--- config.mk ---
export PLATFORM = sky130hd
export DESIGN_NAME = pixel_weigh
export DESIGN_NICKNAME = d
export VERILOG_FILES = /design/src/rtl/pixel_weigh.sv
export SDC_FILE = /design/constraint.sdc
export NUM_CORES = 1
export LEC_CHECK = 0
export CORE_MARGIN = 2
export CORE_UTILIZATION = 45
export DETAILED_ROUTE_END_ITERATION = 6
export PLACE_DENSITY = 0.77
export SYNTH_ARGS = -nofsm -noshare
export SYNTH_HDL_FRONTEND = slang
export SYNTH_SLANG_ARGS = --single-unit
--- constraint.sdc ---
create_clock -name clk_i -period 4.33 [get_ports clk_i]
set_input_delay 1.0825 -clock clk_i [delete_from_list [all_inputs] [get_ports clk_i]]
set_output_delay 1.0825 -clock clk_i [all_outputs]
set_load 0.02 [all_outputs]
--- src/rtl/pixel_weigh.sv ---
// Pixel brightness weigher: turns an RGB stream into a 3-bit weight with a matching
// pixel enable, and issues one end-of-frame strobe after the frame's last weight
// has left the pipeline.
module pixel_weigh #(
  parameter bit          VS_POL  = 1'b1,
  parameter int unsigned MIN_PIX = 1024,
  parameter int unsigned CNT_W   = 24
) (
  input  logic       clk_i,
  input  logic       rst_i,
  input  logic       de_i,
  input  logic       vs_i,
  input  logic [7:0] r_i,
  input  logic [7:0] g_i,
  input  logic [7:0] b_i,
  output logic       de_o,
  output logic [2:0] wd_o,
  output logic       freeze_o,
  output logic       short_o
);

  localparam logic [CNT_W-1:0] MinPix = CNT_W'(MIN_PIX);
  localparam logic [CNT_W-1:0] CntMax = '1;

  typedef enum logic [1:0] {StSync, StActive, StFlush, StFire} state_e;

  state_e           state_q, state_d;
  logic [1:0]       flush_q, flush_d;
  logic [CNT_W-1:0] cnt_q, cnt_d;
  logic             freeze_q, freeze_d;
  logic             short_q, short_d;

  logic [10:0]      y_sum_d, y_sum_q;
  logic             de1_q;
  logic             de_o_q;
  logic [2:0]       wd_q;
  logic             vsa, vsa_q, rise;

  // Luma-like sum 2r + 5g + b; max 2040 fits in 11 bits.
  always_comb begin
    y_sum_d = {2'b00, r_i, 1'b0} + ({3'b000, g_i} << 2) + {3'b000, g_i} + {3'b000, b_i};
  end

  assign vsa  = (vs_i == VS_POL);
  assign rise = vsa & ~vsa_q;

  // Two-stage weight pipeline and vsync edge register.
  always_ff @(posedge clk_i) begin
    if (rst_i) begin
      y_sum_q <= '0;
      de1_q   <= 1'b0;
      de_o_q  <= 1'b0;
      wd_q    <= '0;
      vsa_q   <= 1'b0;
    end else begin
      y_sum_q <= y_sum_d;
      de1_q   <= de_i;
      de_o_q  <= de1_q;
      wd_q    <= de1_q ? 3'(y_sum_q >> 8) : 3'd0;
      vsa_q   <= vsa;
    end
  end

  // Frame FSM state, counters and registered strobes.
  always_ff @(posedge clk_i) begin
    if (rst_i) begin
      state_q  <= StSync;
      flush_q  <= '0;
      cnt_q    <= '0;
      freeze_q <= 1'b0;
      short_q  <= 1'b0;
    end else begin
      state_q  <= state_d;
      flush_q  <= flush_d;
      cnt_q    <= cnt_d;
      freeze_q <= freeze_d;
      short_q  <= short_d;
    end
  end

  // Next-state logic. The FIRE decision is taken one cycle early, looking at de1_q
  // (next cycle's de_o), so the strobe can be registered and still never overlap de_o.
  always_comb begin
    state_d  = state_q;
    flush_d  = flush_q;
    cnt_d    = cnt_q;
    freeze_d = 1'b0;
    short_d  = 1'b0;
    unique case (state_q)
      StSync: begin
        // First edge after reset only opens a frame; earlier pixels are a partial frame.
        if (rise) begin
          state_d = StActive;
          cnt_d   = '0;
        end
      end
      StActive: begin
        if (rise) begin
          state_d = StFlush;
          flush_d = 2'd2;
        end else if (de_i && (cnt_q != CntMax)) begin
          cnt_d = cnt_q + CNT_W'(1);
        end
      end
      StFlush: begin
        if (flush_q != 2'd0) begin
          flush_d = flush_q - 2'd1;
        end
        // Malformed de during vsync holds us here until the pipeline drains.
        if ((flush_q <= 2'd1) && !de1_q) begin
          state_d = StFire;
          if (cnt_q >= MinPix) begin
            freeze_d = 1'b1;
          end else begin
            short_d = 1'b1;
          end
        end
      end
      StFire: begin
        state_d = StActive;
        cnt_d   = '0;
      end
      default: begin
        state_d = StSync;
      end
    endcase
  end

  assign de_o     = de_o_q;
  assign wd_o     = wd_q;
  assign freeze_o = freeze_q;
  assign short_o  = short_q;

endmodule

After elaboration in Yosys (flattened, before gate mapping)
Index checks and enable logic that the tools add are counted.
{ "op_classes": {"n_eq_ne": 10, "n_mux": 12, "n_lt_le_gt_ge": 2, "n_reduce_logical": 12, "bitwise": 5, "addsub": 5} }
{ "op_table": {"columns": ["cell", "count"], "rows": [
  ["24-bit 2-to-1 mux", 3],
  ["24-bit one-hot mux with 3 select lines", 1],
  ["24-bit by 1-bit adder with 24-bit output (second input constant)", 1],
  ["24-bit by 11-bit >= comparator with 1-bit output (second input constant)", 1],
  ["24-bit inequality test (second input constant)", 1],
  ["11-bit by 8-bit adder with 11-bit output", 2],
  ["2-bit inequality test (second input constant)", 6],
  ["9-bit by 10-bit adder with 11-bit output", 1],
  ["2-bit 2-to-1 mux", 4],
  ["2-bit one-hot mux with 4 select lines", 1],
  ["3-bit AND reduction", 2],
  ["2-bit == test (second input constant)", 2],
  ["1-bit inverter", 4],
  ["2-bit one-hot mux with 2 select lines", 1],
  ["4-bit AND reduction", 1],
  ["2-bit nonzero test", 2],
  ["3-bit nonzero test", 1],
  ["3-bit OR reduction", 1],
  ["2-bit by 1-bit == test with 1-bit output (second input constant)", 1],
  ["2-bit by 1-bit less-or-equal comparator with 1-bit output (second input constant)", 1],
  ["1-bit logical AND", 2],
  ["2-bit zero test", 1],
  ["1-bit 2-to-1 mux", 2],
  ["2-bit OR reduction", 1],
  ["3 further kinds", 3]
]} }
{ "word_totals": {"in_bits": 28, "output_inout_bits": 6, "word_cells": 56, "register_bits": 47} }

Depth between registers and ports, before layout
{ "logic_depth": {"depth_word": 5, "depth_mapped": 10, "mapped_depth_nobuf": 10} }

Worst setup path before layout
Ideal clock, no wire load.
{ "synth_timing": {"kind": "input to register", "startpoint": "in b_i[5]", "endpoint": "reg y_sum_q[10]", "path_buffers": 0, "path_stages": 10, "setup_slack_ps": 912, "arrival_ps": 3297, "t_required_ps": 4209, "setup_ps": 121, "cell_sequence": "inv_1 fa_1 fa_1 inv_1 ha_1 nand4_1 o211ai_1 nand4_1 nand4b_1 mux2_2"} }
{ "synth_between": {"elab_chain_cells": 1} }
{ "synth_rtl": {"columns": ["item", "line_no", "rtl"], "rows": [
  ["start, declared", "15", "input logic [7:0] b_i,"],
  ["11-bit by 8-bit adder with 11-bit output", "41", "y_sum_d = {2'b00, r_i, 1'b0} + ({3'b000, g_i} << 2) + {3'b000, g_i} + {3'b000, b_i};"],
  ["end signal, assigned", "56", "y_sum_q <= y_sum_d;"],
  ["end, declared", "33", "logic [10:0] y_sum_d, y_sum_q;"]
]} }
No other way between the ends.
A chain may end at the register's enable or synchronous reset.

Final worst setup path
{ "layout_timing": {"startpoint": "in g_i[1]", "endpoint": "reg y_sum_q[10]"} }
{ "layout_between": {"elab_chain_cells": 3} }
{ "layout_rtl": {"columns": ["item", "line_no", "rtl"], "rows": [
  ["start, declared", "14", "input logic [7:0] g_i,"],
  ["9-bit by 10-bit adder with 11-bit output", "41", null],
  ["11-bit by 8-bit adder with 11-bit output (*) (2 in a row)", "41", null]
]} }
Mark *: on every way between the ends. The rest lies on a longest branch, timed or not.

==> results.tsv <==
stage	metric	value	unit
power	Clk pwr share	26.7	%
synthesis	Cell variety after synth	50	
global_route	largest net degree at the start of global routing	26	
clock_tree	CTS sink cnt	39	
sta	clk_skew	0.00760	ns
detailed_routing	final antenna-violating net count	0	
finish	NumNets Final	394	
synthesis	ys async rst share	0	%
finish	Util after Layout	56.0	%
setup_path	critical path arrival	3.90	ns
finish	register area	781	um2
die	row count	27	
sta	Fmax	270	MHz
synthesis	cell count after synthesis	302	
job	max-cap violations	0	
sta	Pins Over Slew Limit	0	
finish	count of inserted antenna diode cells	0	
hold_path	WHS Endpoint	wd_o[2]$_SDFF_PP0_	
setup_path	FF-to-FF setup slack	1.99	ns
finish	share of cells above drive strength 1	7.74	%
power	Sequential Power Share	33.8	%
detailed_routing	WL/cell	12.9	um
detailed_routing	vias	2285	
detailed_routing	DRC errors left	0	
hold_path	hold path depth	1	
clock_tree	hold buffers post-CTS	0	
sta	Final setup viols	0	
clock_tree	CTS Buffer Depth	2	
run_status	outcome	finished clean	
setup_path	Setup CP Type	in -> reg	
placement	RePlAce Congestion	0.818	
die	Die Area	6440	um2
sta	Worst-Margin Slew	0.684	ns
synthesis	Post-synth EDFFs	0	
finish	area of the multi-input gates	1620	um2
power	Peak VDD IR	313	uV
clock_tree	setup repair bufs after CTS	0	
clock_tree	CTS tree	done	
finish	fill cell count	498	
setup_path	CP required	4.52	ns
sta	Period minus WS final	3.70	ns
setup_path	Reg-to-Reg Start	state_q[1]$_SDFFE_PP0P_	
hold_path	hold crit path type	reg -> reg	
finish	Final Cell Area	3120	um2
setup_path	worst reg2reg path endpoint	cnt_q[17]$_SDFFE_PP0P_	
synthesis	part of the Yosys area used for sequential elements	29.8	%
synthesis	ys flop type	dfxtp_1	
synthesis	Seq cells post-synth	39	
sta	worst rel slew slack	54.0	%
global_route	Total GRT Usage	17.3	%
die	Core Box Area	5570	um2
die	Die X	80.3	um
finish	commonest non-fill, non-tap cells in the layout	inv_1 (41), dfxtp_1 (39), clkdlybuf4s50_1 (33)	
placement	dpl hpwl	3960	um
die	Starting Density	47.0	%
power	Net Switching	0.000411	W
global_route	total gr overflow	0	
clock_tree	TritonCTS Buffers	5	
power	combinational share of power	39.5	%
global_route	vias in the first global route	2119	
sta	period utilization	85.6	%
power	static leakage	1.31	nW
synthesis	synthesized area	2620	um2
synthesis	Synthesized Nets	361	
clock_tree	CTS H-tree lvls	2	
die	I/O pin cnt	34	
sta	Fin. Hold Viols	0	
synthesis	ranking of synthesized cells by area	dfxtp_1 (30%), fa_1 (9.9%), ha_1 (8.6%)	
synthesis	syn_area_per_cell	8.67	um2
sta	RSZ-0062 raised after global routing	false	
detailed_routing	Initial DRC Count	124	
power	PwrDens	377	nW/um2
finish	layout overhead on the synthesized area	19.4	%
setup_path	cell count of the worst reg-to-reg path	7	
finish	leading cell type in the layout, fill and taps excluded	inv_1	
clock_tree	Clock Pin Slew Worst Setup and Hold Paths	0.07	ns
sta	TNS Setup	0	ns
clock_tree	worst skew pair latency	0.30	ns
synthesis	Syn. warnings	0	
placement	Port Buf Inserts	33	
detailed_routing	drt pass-1 iters	4	
hold_path	min-delay src	y_sum_q[10]$_SDFF_PP0_	
clock_tree	clk root buf	clkbuf_8	
setup_path	Critical Path End Type	register	
global_route	first-pass GRT wire length	8920	um
sta	worst hold-check slack	0.429	ns
detailed_routing	Via density	5.60	
power	Internal Power	0.000767	W
global_route	initial antenna violation count	0	
setup_path	Critical Path Fanout Max	3	
die	DIE HEIGHT	80.3	um
placement	placed cell areas	3010	um2
synthesis	area share of the largest cell type after synthesis	29.8	%
power	Sw Ratio	34.9	%
synthesis	Yosys top cell by area	dfxtp_1	
setup_path	critical path launch point type	input pin	
detailed_routing	final wirelength	5270	um
clock_tree	count of cells resized by post-cts repair	0	
==> worst max-delay path, stage by stage <==
cell             delay [ns]
clkdlybuf4s50_1        0.50
inv_1                  0.07
fa_1                   0.47
fa_1                   0.53
inv_1                  0.04
ha_1                   0.26
nand3_1                0.06
o211ai_1               0.25
nand4_1                0.16
nand4b_1               0.13
mux2_2                 0.33
==> routing by layer <==
metal | part of all wire, % | up-vias | track usage (%)
met5 | 0 | - | 0
met4 | 2.1 | 0 | 8.31
met3 | 4.1 | 8 | 2.58
met2 | 48 | 54 | 30.4
met1 | 45 | 1073 | 20.6
li1 | - | 1150 | -
==> state kept, by name (all words and copies together) (netlist names) <==
| signal | count |
|---|---|
| y_sum_q | 3 |
| wd_o | 3 |
| vsa_q | 1 |
| cnt_q | 24 |
| de1_q | 1 |
| flush_q | 2 |
| state_q | 2 |
| de_o | 1 |
| short_o | 1 |
| freeze_o | 1 |
==> power groups by stage <==
stage               logic (W)  registers [W]  clock network (W)
finish               0.000465       0.000398           0.000314
global placement     0.000451       0.000405                  0
detailed placement   0.000466       0.000407                  0
CTS                  0.000468       0.000398           0.000319
global route         0.000530       0.000402           0.000336
floorplan            0.000357       0.000407                  0
==> how the worst max path moves through the flow <==
| stage | start | endpoint | slack [ns] | cells after the start |
|---|---|---|---|---|
| 3_5_place_dp | g_i[1] | y_sum_q[10]$_SDFF_PP0_ | 0.27 | 11 |
| 5_1_grt | b_i[5] | y_sum_q[10]$_SDFF_PP0_ | 0.44 | 11 |
| 2_1_floorplan | b_i[5] | y_sum_q[10]$_SDFF_PP0_ | 0.91 | 10 |
| 3_3_place_gp | b_i[5] | y_sum_q[10]$_SDFF_PP0_ | 0.36 | 11 |
| 4_1_cts | g_i[1] | y_sum_q[10]$_SDFF_PP0_ | 0.59 | 11 |
| 6_report | g_i[1] | y_sum_q[10]$_SDFF_PP0_ | 0.63 | 11 |
==> area by class of cell <==
type,count,share of cell area [%]
inverters,41,4.93
well taps,72,2.88
clock buffers,6,2.64
repair buffers,37,11.5
clock inverters,2,1.12
multi-input cells,211,51.9
flip-flops and latches,39,25.0
==> cell usage after synthesis, drive strengths merged (2+ instances only) <==
master,count
a31oi,4
nand3,7
and3,5
o21ai,21
a22o,8
a211oi,3
nor2,12
and2,6
buf,6
fa,13
or4,2
nor4,5
or2,2
o211ai,2
nor2b,8
a311oi,6
o22ai,5
nor3,9
mux2,2
inv,41
a21oi,10
nand2,21
ha,18
a21o,3
and4,6
nand4,12
dfxtp,39
nand2b,2
a32o,2
clkbuf,5
mux2i,2
nand4b,3
==> cells by family after synthesis <==
family          share of synthesized area [%]
flops                                    29.8
xor+xnor                                0.335
mux                                      1.63
buf+inv                                  8.22
simple gates                             23.2
compound gates                           18.2
fa+ha+maj                                18.5
==> metrics by stage <==
| step | cells | setup WS (ns) | power (W) |
|---|---|---|---|
| finish | 408 | 0.625 | 0.00118 |
| global route | 408 | 0.444 | 0.00127 |
| CTS | 408 | 0.588 | 0.00119 |
| detailed placement | 400 | 0.269 | 0.000873 |
| global placement | 400 | 0.357 | 0.000856 |
| floorplan | 302 | 0.912 | 0.000764 |
No activity file was read; power rests on OpenSTA's default activity.
